$ cat config.mk
export PLATFORM = sky130hd
export DESIGN_NAME = pcd_tx_scheduler_flat
export DESIGN_NICKNAME = d
export VERILOG_FILES = /design/src/rtl/pcd_pkg.sv /design/src/rtl/pcd_tx_scheduler_if.sv /design/src/rtl/pcd_cycle_timer.sv /design/src/rtl/pcd_tx_scheduler.sv /design/src/flat_wrapper.sv
export SDC_FILE = /design/constraint.sdc
export NUM_CORES = 1
export LEC_CHECK = 0
export CAP_MARGIN = 15
export CORE_MARGIN = 8
export CORE_UTILIZATION = 45
export DETAILED_ROUTE_END_ITERATION = 6
export PLACE_DENSITY = 0.92
export RECOVER_POWER = 50
export SYNTH_ARGS = -nofsm -noshare
export SYNTH_HDL_FRONTEND = slang
export SYNTH_SLANG_ARGS = --single-unit
$ cat constraint.sdc
create_clock -name clk_in -period 3.4 [get_ports clk_in]
set_clock_uncertainty 0.05 [all_clocks]
set_input_delay 0.34 -clock clk_in [delete_from_list [all_inputs] [get_ports clk_in]]
set_output_delay 0.34 -clock clk_in [all_outputs]
set_load 0.01 [all_outputs]
$ cat src/rtl/pcd_pkg.sv
// rtl/pcd_pkg.sv - shared types, ISO 14443-A timing constants and helpers for the PCD transmit scheduler
package pcd_pkg;

  typedef enum logic [2:0] {
    IDLE,
    LOAD,
    WAIT_DONE,
    LISTEN,
    REPORT,
    GUARD
  } sched_state_t;

  typedef enum logic [1:0] {
    STAT_OK        = 2'd0,
    STAT_TIMEOUT   = 2'd1,
    STAT_ENC_FAULT = 2'd2,
    STAT_ABORTED   = 2'd3
  } stat_code_t;

  localparam int unsigned FC_PER_CLK    = 4;
  localparam int unsigned FDT_MIN_FC    = 1172;
  localparam int unsigned GUARD_FC      = 7000;
  localparam int unsigned BITS_PER_BYTE = 9;
  localparam int unsigned GUARD_CLK     = GUARD_FC / FC_PER_CLK;

  localparam logic [6:0] CMD_REQA = 7'h26;
  localparam logic [6:0] CMD_WUPA = 7'h52;

  localparam logic [2:0] MAX_BYTES = 3'd5;

  // A short frame is always a single 7-bit byte; out-of-range counts fall back to a full frame.
  function automatic logic [2:0] clamp_bytes(input logic [2:0] num_bytes, input logic short_frame);
    logic [2:0] result;
    if (short_frame) begin
      result = 3'd1;
    end else if (num_bytes == 3'd0 || num_bytes > MAX_BYTES) begin
      result = MAX_BYTES;
    end else begin
      result = num_bytes;
    end
    return result;
  endfunction

endpackage

$ cat src/rtl/pcd_tx_scheduler_if.sv
// rtl/pcd_tx_scheduler_if.sv - host command, encoder and status signals of the PCD transmit scheduler
interface pcd_tx_scheduler_if;

  logic        cmd_valid;
  logic        cmd_ready;
  logic [39:0] cmd_data;
  logic [2:0]  cmd_num_bytes;
  logic        cmd_short;
  logic        abort_in;

  logic [39:0] enc_data;
  logic [2:0]  enc_num_bytes;
  logic        enc_short;
  logic        enc_transmit;
  logic        enc_done;

  logic        rx_valid;
  logic        busy;
  logic        stat_valid;
  logic [1:0]  stat_code;
  logic [1:0]  stat_retries;

  modport slave (
    input  cmd_valid, cmd_data, cmd_num_bytes, cmd_short, abort_in, enc_done, rx_valid,
    output cmd_ready, enc_data, enc_num_bytes, enc_short, enc_transmit,
    output busy, stat_valid, stat_code, stat_retries
  );

  modport master (
    output cmd_valid, cmd_data, cmd_num_bytes, cmd_short, abort_in, enc_done, rx_valid,
    input  cmd_ready, enc_data, enc_num_bytes, enc_short, enc_transmit,
    input  busy, stat_valid, stat_code, stat_retries
  );

endinterface

$ cat src/rtl/pcd_cycle_timer.sv
// rtl/pcd_cycle_timer.sv - 16-bit saturating cycle counter with watchdog, listen and guard terminal compares
module pcd_cycle_timer #(
  parameter int unsigned WDOG_LAST   = 255,
  parameter int unsigned LISTEN_LAST = 2047,
  parameter int unsigned GUARD_LAST  = 1749
) (
  input  logic clk,
  input  logic rst,
  input  logic clr,
  input  logic en,
  output logic wdog_hit,
  output logic listen_hit,
  output logic guard_hit
);

  logic [15:0] count;

  // Saturates so a long stall can never wrap back onto a terminal value.
  always_ff @(posedge clk) begin
    if (rst || clr) begin
      count <= '0;
    end else if (en && count != 16'hFFFF) begin
      count <= count + 16'd1;
    end
  end

  assign wdog_hit   = (count == 16'(WDOG_LAST));
  assign listen_hit = (count == 16'(LISTEN_LAST));
  assign guard_hit  = (count == 16'(GUARD_LAST));

endmodule

$ cat src/rtl/pcd_tx_scheduler.sv
// rtl/pcd_tx_scheduler.sv - PCD command scheduler driving the modified-Miller encoder in the fc/4 domain
// Optional retry-on-timeout path enabled by defining PCD_SCHED_RETRY_EN.
module pcd_tx_scheduler
  import pcd_pkg::*;
#(
  parameter int unsigned LISTEN_CYCLES = 2048,
  parameter int unsigned GUARD_CYCLES  = GUARD_CLK,
  parameter int unsigned WDOG_CYCLES   = 256,
  parameter int unsigned MAX_RETRY     = 2
) (
  input logic               clk_in,
  input logic               rst_in,
  pcd_tx_scheduler_if.slave bus
);

  sched_state_t state, state_next;
  stat_code_t   code_next;
  logic         load_cmd;
  logic         retry_take;
  logic         wdog_hit, listen_hit, guard_hit;
  logic [1:0]   retries;
  logic         retry_pend;
  logic         can_retry;

  pcd_cycle_timer #(
    .WDOG_LAST   (WDOG_CYCLES - 1),
    .LISTEN_LAST (LISTEN_CYCLES - 1),
    .GUARD_LAST  (GUARD_CYCLES - 1)
  ) u_timer (
    .clk        (clk_in),
    .rst        (rst_in),
    .clr        (state_next != state),
    .en         (state != IDLE),
    .wdog_hit   (wdog_hit),
    .listen_hit (listen_hit),
    .guard_hit  (guard_hit)
  );

`ifdef PCD_SCHED_RETRY_EN
  assign can_retry = (32'(retries) < MAX_RETRY);

  always_ff @(posedge clk_in) begin
    if (rst_in) begin
      retries    <= '0;
      retry_pend <= 1'b0;
    end else begin
      if (load_cmd) begin
        retries <= '0;
      end else if (retry_take) begin
        retries <= retries + 2'd1;
      end
      if (retry_take) begin
        retry_pend <= 1'b1;
      end else if (state_next == LOAD) begin
        retry_pend <= 1'b0;
      end
    end
  end
`else
  logic unused_retry;
  assign can_retry    = 1'b0;
  assign retries      = 2'd0;
  assign retry_pend   = 1'b0;
  assign unused_retry = (^MAX_RETRY) ^ retry_take;
`endif

  // Abort outranks enc_done/rx_valid; rx_valid outranks the listen timeout.
  always_comb begin
    state_next = state;
    code_next  = STAT_OK;
    load_cmd   = 1'b0;
    retry_take = 1'b0;
    unique case (state)
      IDLE: begin
        if (bus.cmd_valid && bus.cmd_ready) begin
          load_cmd   = 1'b1;
          state_next = LOAD;
        end
      end
      LOAD: begin
        if (bus.abort_in) begin
          code_next  = STAT_ABORTED;
          state_next = REPORT;
        end else begin
          state_next = WAIT_DONE;
        end
      end
      WAIT_DONE: begin
        if (bus.abort_in) begin
          code_next  = STAT_ABORTED;
          state_next = REPORT;
        end else if (bus.enc_done) begin
          state_next = LISTEN;
        end else if (wdog_hit) begin
          code_next  = STAT_ENC_FAULT;
          state_next = REPORT;
        end
      end
      LISTEN: begin
        if (bus.abort_in) begin
          code_next  = STAT_ABORTED;
          state_next = REPORT;
        end else if (bus.rx_valid) begin
          code_next  = STAT_OK;
          state_next = REPORT;
        end else if (listen_hit) begin
          if (can_retry) begin
            retry_take = 1'b1;
            state_next = GUARD;
          end else begin
            code_next  = STAT_TIMEOUT;
            state_next = REPORT;
          end
        end
      end
      REPORT: state_next = GUARD;
      GUARD: begin
        if (guard_hit) begin
          state_next = retry_pend ? LOAD : IDLE;
        end
      end
      default: state_next = IDLE;
    endcase
  end

  // Outputs are registered from the next state so they line up with the state they describe.
  always_ff @(posedge clk_in) begin
    if (rst_in) begin
      state             <= IDLE;
      bus.cmd_ready     <= 1'b1;
      bus.busy          <= 1'b0;
      bus.enc_transmit  <= 1'b0;
      bus.stat_valid    <= 1'b0;
      bus.stat_code     <= 2'd0;
      bus.stat_retries  <= 2'd0;
      bus.enc_data      <= '0;
      bus.enc_num_bytes <= '0;
      bus.enc_short     <= 1'b0;
    end else begin
      state            <= state_next;
      bus.cmd_ready    <= (state_next == IDLE);
      bus.busy         <= (state_next != IDLE);
      bus.enc_transmit <= (state_next == LOAD);
      bus.stat_valid   <= (state_next == REPORT);
      if (state_next == REPORT) begin
        bus.stat_code    <= code_next;
        bus.stat_retries <= retries;
      end
      if (load_cmd) begin
        bus.enc_data      <= bus.cmd_data;
        bus.enc_num_bytes <= clamp_bytes(bus.cmd_num_bytes, bus.cmd_short);
        bus.enc_short     <= bus.cmd_short;
      end
    end
  end

endmodule

$ cat src/flat_wrapper.sv
// flat-port wrapper written by rule: the top's interface ports become plain ports
module pcd_tx_scheduler_flat import pcd_pkg::*;
#(
  parameter int unsigned LISTEN_CYCLES = 2048,
  parameter int unsigned GUARD_CYCLES  = GUARD_CLK,
  parameter int unsigned WDOG_CYCLES   = 256,
  parameter int unsigned MAX_RETRY     = 2
)
  (clk_in, rst_in, bus_cmd_valid, bus_cmd_data, bus_cmd_num_bytes, bus_cmd_short, bus_abort_in, bus_enc_done, bus_rx_valid, bus_cmd_ready, bus_enc_data, bus_enc_num_bytes, bus_enc_short, bus_enc_transmit, bus_busy, bus_stat_valid, bus_stat_code, bus_stat_retries);
  pcd_tx_scheduler_if bus_i ();
  input logic clk_in;
  input logic rst_in;
  input wire logic [$bits(bus_i.cmd_valid)-1:0] bus_cmd_valid;
  input wire logic [$bits(bus_i.cmd_data)-1:0] bus_cmd_data;
  input wire logic [$bits(bus_i.cmd_num_bytes)-1:0] bus_cmd_num_bytes;
  input wire logic [$bits(bus_i.cmd_short)-1:0] bus_cmd_short;
  input wire logic [$bits(bus_i.abort_in)-1:0] bus_abort_in;
  input wire logic [$bits(bus_i.enc_done)-1:0] bus_enc_done;
  input wire logic [$bits(bus_i.rx_valid)-1:0] bus_rx_valid;
  output wire logic [$bits(bus_i.cmd_ready)-1:0] bus_cmd_ready;
  output wire logic [$bits(bus_i.enc_data)-1:0] bus_enc_data;
  output wire logic [$bits(bus_i.enc_num_bytes)-1:0] bus_enc_num_bytes;
  output wire logic [$bits(bus_i.enc_short)-1:0] bus_enc_short;
  output wire logic [$bits(bus_i.enc_transmit)-1:0] bus_enc_transmit;
  output wire logic [$bits(bus_i.busy)-1:0] bus_busy;
  output wire logic [$bits(bus_i.stat_valid)-1:0] bus_stat_valid;
  output wire logic [$bits(bus_i.stat_code)-1:0] bus_stat_code;
  output wire logic [$bits(bus_i.stat_retries)-1:0] bus_stat_retries;
  assign bus_i.cmd_valid = bus_cmd_valid;
  assign bus_i.cmd_data = bus_cmd_data;
  assign bus_i.cmd_num_bytes = bus_cmd_num_bytes;
  assign bus_i.cmd_short = bus_cmd_short;
  assign bus_i.abort_in = bus_abort_in;
  assign bus_i.enc_done = bus_enc_done;
  assign bus_i.rx_valid = bus_rx_valid;
  assign bus_cmd_ready = bus_i.cmd_ready;
  assign bus_enc_data = bus_i.enc_data;
  assign bus_enc_num_bytes = bus_i.enc_num_bytes;
  assign bus_enc_short = bus_i.enc_short;
  assign bus_enc_transmit = bus_i.enc_transmit;
  assign bus_busy = bus_i.busy;
  assign bus_stat_valid = bus_i.stat_valid;
  assign bus_stat_code = bus_i.stat_code;
  assign bus_stat_retries = bus_i.stat_retries;
  pcd_tx_scheduler #(.LISTEN_CYCLES(LISTEN_CYCLES), .GUARD_CYCLES(GUARD_CYCLES), .WDOG_CYCLES(WDOG_CYCLES), .MAX_RETRY(MAX_RETRY)) u_core (.clk_in(clk_in), .rst_in(rst_in), .bus(bus_i));
endmodule
==> impl_metrics.ini, run 1 <==
[clock_network]
cts_root_buffer = clkbuf_8
clkSlewWorstSetupHoldPaths_ps = 70
cts_sinks = 69
clkLatencyLatePin_ps = 340
ctsLongestPathBuffers = 2
numCtsBuffers = 9
holdBufCountCts = 0
htree_levels = 3
post-cts-setup-buffers = 0
cts-resized-gates = 0
tritoncts = built

[yosys]
syn-cell-area_sq_um = 2890
postSynth.asyncResetShare_pct = 0
ys_warn_count = 0
synthCells = 358
synth_cell_types = 46
postSynth.topFlopCell = dfxtp_1
ys_ff_latch = 69
synth-edff-count = 0
synth_area_per_cell_sq_um = 8.08
sequential_to_total_area_share_from_yosys_stat_pct = 47.7

[sta]
max_freq_ghz = 0.357
final.setup.tns_ps = 0
timing.final.crit_share_pct = 82.4
grt_setup_unrepaired = false
setup_slack_ps = 599
tightest_slew_ps = 988
hold_viol_final = 0
slew-limit-headroom_pct = 34.1
final_max_slew_viol_count = 0
final_period_minus_worst_setup_slack_ps = 2800
setup_viol_count_final = 0

[drt]
drt_iter0_markers = 171
via_count = 2778
detail_route.drc_violations = 0
routed_via_density = 5.22
finalWirelength_microns = 8270
detail-route-antenna-nets = 0
total_iterations_of_the_first_detailed_routing_run = 5
wl_cell_microns = 15.6

[placed_design]
dp.final_hpwl_microns = 6040
port_buffers = 99
finalWeightedCongestion = 0.937
post-place-ws_ps = 641
placed_area_sq_um = 3880

[worst_setup_path]
worstPathArrival_ps = 2960
critPathRequiredTime_ps = 3560
worst_setup_path_start_kind = flip-flop
critical_path.endpoint_type = flip-flop
critical_path_class = reg2reg
crit_chain = or4_4, nor4b_1, a21oi_1, o21ai_0, or4_1, nor3_1
critical-path-max-stage-delay_ps = 560
critical_path.slowest_cell = or4_4
timing.critical_path.fanout_max = 16

[hold_path]
hold_class = reg2reg

[floorplanning]
core-area_sq_um = 6280
die_y_microns = 96.2
placement_rows = 29
pin_count = 102
initial_core_util_pct = 46.1
floorplan.die.width_microns = 96.2
design.die.area_sq_um = 9250

[global_routing]
grt_overflow = 0
grt_start_max_net_pins = 53
first_global_vias = 2765
grt_pass1_wl_microns = 13300
gr-usage-all-layers_pct = 18.3
grt_antenna_before_repair = 0

[run_status]
run_status = finished clean

[finish]
fraction_of_final_layout_cells_sized_beyond_drive_strength_1_pct = 5.93
layout.nets = 502
num_antenna_cells = 0
layout_common_cells = nand2_1 (92), dfxtp_1 (69), dlygate4sd3_1 (50)
filler_cell_count = 525
syn2layout_area_growth_pct = 41.8
final_common_cell = nand2_1
design_area_sq_um = 4100

[job]
max_cap_viol_count = 0

[power_and_ir_drop]
cellPowerDensity_nw_per_um2 = 520
report.power.total_w = 0.00214
cellLeakagePower_nw = 1.60
ir_worst_vdd_uv = 377
-- synthesized netlist by cell type, types with 4 or more instances --
library cell / number / share of area [%]
a21oi_1: 49 / 8.5
buf_4: 6 / 1.6
clkbuf_1: 14 / 1.8
dfxtp_1: 69 / 48
nand2_1: 92 / 12
nand4_1: 5 / 1.1
nor2_1: 35 / 4.5
nor3_1: 9 / 1.6
nor3b_1: 4 / 1.0
nor4_1: 5 / 1.1
o21ai_0: 4 / 0.69
xnor2_1: 7 / 2.1
xor2_1: 7 / 2.1
-- layout make-up --
class	count	area (sq um)	share of cell area (%)
repair buffers	102	1010	24.6
flip-flops and latches	69	1380	33.7
well taps	77	96.3	2.35
clock buffers	11	141	3.45
clock inverters	5	83.8	2.04
inverters	3	11.3	0.274
multi-input cells	265	1380	33.7
-- power by group --
part | switching [W] | internal (W) | total (W)
Clock | 0.000309 | 0.000434 | 0.000744
Sequential | 0.0000472 | 0.000883 | 0.000930
Combinational | 0.000246 | 0.000216 | 0.000462
-- flip-flops by register name, summed over array words and instances (netlist names) --
name,cells
u_core.bus.enc_data,40
u_core.u_timer.count,16
u_core.bus.enc_num_bytes,3
u_core.state,3
u_core.bus.stat_code,2
u_core.bus.busy,1
u_core.bus.cmd_ready,1
u_core.bus.enc_short,1
u_core.bus.enc_transmit,1
u_core.bus.stat_valid,1
-- critical path, delay by kind of cell, from the launching register on --
family             cells  cell delay, ps
and+or+nand+nor        4            1750
AOI/OAI and AO/OA      2             500
DFF                    1             370
-- path summary, 6_finish.rpt --
kind / from / end / slack [ps] / cells past startpoint
worst max-delay path: u_core.u_timer.count[11] / u_core.u_timer.count[10] / 600 / 6
worst min-delay path: u_core.bus.enc_data[6] / u_core.bus.enc_data[6] / 410 / 2
worst max register to register: u_core.u_timer.count[11] / u_core.u_timer.count[10] / 600 / 6
worst min register to register: u_core.bus.enc_data[6] / u_core.bus.enc_data[6] / 410 / 2
-- metal layers --
layer  vias up  GRT usage [%]  wire length, microns
met4         0           11.1                   252
met5         -              0                     0
li1       1397              -                     -
met2        99           31.3                  4250
met1      1264           20.3                  3200
met3        18           3.98                   564
-- logic make-up (layout without fill, tap and decap cells) --
family / count (synthesis) / in the layout / synth area share (%)
other cells: 1 / 2 / 0.130
simple gates: 179 / 179 / 28.8
fa+ha+maj: 2 / 2 / 0.865
compound gates: 68 / 68 / 13.4
flops: 69 / 69 / 47.7
buf+inv: 25 / 121 / 4.84
xor+xnor: 14 / 14 / 4.24
-- per-stage QoR --
step	hold WS, ps	std cells	utilization [%]
floorplan	426	359	-
global placement	390	516	61.8
detailed placement	397	516	61.8
CTS	408	532	65.4
global route	418	532	65.4
finish	405	532	65.4
Note: power is estimated with default switching activity, not from simulation.
==> run 2: changes to the inputs <==
--- a/config.mk
+++ b/config.mk
@@ -7,9 +7,9 @@
 export LEC_CHECK = 0
 export CAP_MARGIN = 15
 export CORE_MARGIN = 8
-export CORE_UTILIZATION = 45
+export CORE_UTILIZATION = 40
 export DETAILED_ROUTE_END_ITERATION = 6
-export PLACE_DENSITY = 0.92
+export PLACE_DENSITY = 0.87
 export RECOVER_POWER = 50
 export SYNTH_ARGS = -nofsm -noshare
 export SYNTH_HDL_FRONTEND = slang
==> constraint.sdc (replaced) <==
create_clock -name clk_in -period 2.5 [get_ports clk_in]
set_clock_uncertainty 0.05 [all_clocks]
set_input_delay 0.25 -clock clk_in [delete_from_list [all_inputs] [get_ports clk_in]]
set_output_delay 0.25 -clock clk_in [all_outputs]
set_load 0.01 [all_outputs]
==> run 2 against run 1 <==
Core utilization fell by 6.6 points. Critical path depth rose by 1. Die area grew 10%. Setup slack got worse by 510 ps. Non-clock buffer count is 7 higher. Global-route usage down 2.3 points. First-iteration DRC count grew 22%. Final area grew 2.3%. Largest cell class is now multi-input combinational cells. Highest routed layer unchanged.
==> impl_metrics.ini, run 2 (synthesized netlist as in run 1, its figures left out) <==
[floorplanning]
initial_core_util_pct = 40.6
design.die.area_sq_um = 10200
pin_count = 102
die_y_microns = 101
floorplan.die.width_microns = 101
placement_rows = 31
core-area_sq_um = 7140

[worst_setup_path]
worst_setup_path_start_kind = flip-flop
timing.critical_path.fanout_max = 16
critPathRequiredTime_ps = 2640
critical_path_class = reg2reg
timing.critical_path.buf_inv = 1
critical_path.endpoint_type = flip-flop
critical_path.slowest_cell = or4_4
critical-path-max-stage-delay_ps = 550
cp_top_family = simple AND/OR/NAND/NOR gates
worstPathArrival_ps = 2560
crit_chain = or4_4, or3_4, o31a_1, nor3_2, or4_1, buf_12, a211oi_1

[job]
max_cap_viol_count = 0

[sta]
final_max_slew_viol_count = 0
tightest_slew_ps = 642
final_period_minus_worst_setup_slack_ps = 2410
timing.final.crit_share_pct = 96.6
hold_viol_final = 0
slew-limit-headroom_pct = 56.7
setup_viol_count_final = 0
setup_slack_ps = 85.3
max_freq_ghz = 0.414

[hold_path]
hold_class = reg2reg

[power_and_ir_drop]
ir_worst_vdd_uv = 412
report.power.total_w = 0.00283
cellLeakagePower_nw = 1.62
cellPowerDensity_nw_per_um2 = 674

[global_routing]
gr-usage-all-layers_pct = 16.0
grt_overflow = 0
first_global_vias = 2765
grt_pass1_wl_microns = 13200
grt_antenna_before_repair = 0
grt_start_max_net_pins = 53

[clock_network]
cts_root_buffer = clkbuf_8
tritoncts = built
post-cts-setup-buffers = 0
numCtsBuffers = 9
ctsLongestPathBuffers = 2
htree_levels = 3
clkLatencyLatePin_ps = 330
clkSlewWorstSetupHoldPaths_ps = 70
cts_sinks = 69

[drt]
wl_cell_microns = 14.5
drt_iter0_markers = 208
via_count = 2747
detail-route-antenna-nets = 0
total_iterations_of_the_first_detailed_routing_run = 4
routed_via_density = 4.90
detail_route.drc_violations = 0
finalWirelength_microns = 8140

[finish]
layout.nets = 509
design_area_sq_um = 4200
final_common_cell = nand2_1
max_flop_register = u_core.bus.enc_data
layout_common_cells = nand2_1 (92), dfxtp_1 (69), dlygate4sd3_1 (50)
syn2layout_area_growth_pct = 45.0
fraction_of_final_layout_cells_sized_beyond_drive_strength_1_pct = 7.79
largestRegisters = u_core.bus.enc_data x40, u_core.u_timer.count x16
largest_reg_flops = 40
final_core_utilization_pct = 58.8
num_antenna_cells = 0

[run_status]
run_status = finished clean

[placed_design]
post-place-ws_ps = 53.2
port_buffers = 99
dp.final_hpwl_microns = 5850
placed_area_sq_um = 3980
finalWeightedCongestion = 0.875
run 2: worst paths after layout:
check	slack, ps	cells after the start	start	endpoint
min reg2reg	400	2	u_core.bus.enc_data[27]	u_core.bus.enc_data[27]
min	400	2	u_core.bus.enc_data[27]	u_core.bus.enc_data[27]
max reg2reg	90	7	u_core.u_timer.count[11]	u_core.u_timer.count[1]
max	90	7	u_core.u_timer.count[11]	u_core.u_timer.count[1]
run 2: per-stage QoR:
step,TNS (ps),hold slack (ps),instances
final,0,400,561
after global routing,-0.764,397,561
after CTS,0,390,561
after detailed placement,0,396,545
after global placement,0,391,545
after floorplan,0,336,359
run 2: report_power, final:
part / internal, W / total (W) / switching (W)
clock: 0.000488 / 0.000892 / 0.000404
combinational: 0.000327 / 0.000679 / 0.000352
sequential: 0.00120 / 0.00126 / 0.0000572
total: 0.00202 / 0.00283 / 0.000813
run 2: final cells by class:
cell class | instances | area (sq um)
fillers | 671 | 2940
multi-input cells | 265 | 1390
repair buffers | 109 | 1090
well taps | 99 | 124
flip-flops and latches | 69 | 1380
clock inverters | 5 | 60.1
clock buffers | 11 | 141
inverters | 3 | 11.3
run 2: what timing repair did:
| item | 4_1_cts | 5_1_grt |
|---|---|---|
| resized for setup | 0 | 3 |
| hold buffers | 0 | 0 |
| setup endpoints to repair | 0 | 16 |
run 2: worst register-to-register path, cell delays in order, from the launching register on:
cell	delay, ps
dfxtp_1	370
or4_4	550
or3_4	400
o31a_1	370
nor3_2	170
or4_1	180
buf_12	150
a211oi_1	50
run 2: per-layer routing:
| metal | share of wire (%) | routed length (microns) | track usage [%] |
|---|---|---|---|
| met1 | 41 | 3310 | 17.3 |
| met3 | 6.5 | 528 | 4.35 |
| met2 | 52 | 4210 | 28.6 |
| met5 | 0 | 0 | 0 |
| met4 | 1.1 | 87 | 6.64 |
==> run 3: changes to the inputs <==
--- a/config.mk
+++ b/config.mk
@@ -11,6 +11,7 @@
 export DETAILED_ROUTE_END_ITERATION = 6
 export PLACE_DENSITY = 0.87
 export RECOVER_POWER = 50
+export SKIP_CTS_REPAIR_TIMING = 1
 export SYNTH_ARGS = -nofsm -noshare
 export SYNTH_HDL_FRONTEND = slang
 export SYNTH_SLANG_ARGS = --single-unit
==> results of run 3 <==
Same layout as run 2: the final DEF is identical, and so are final timing and power.
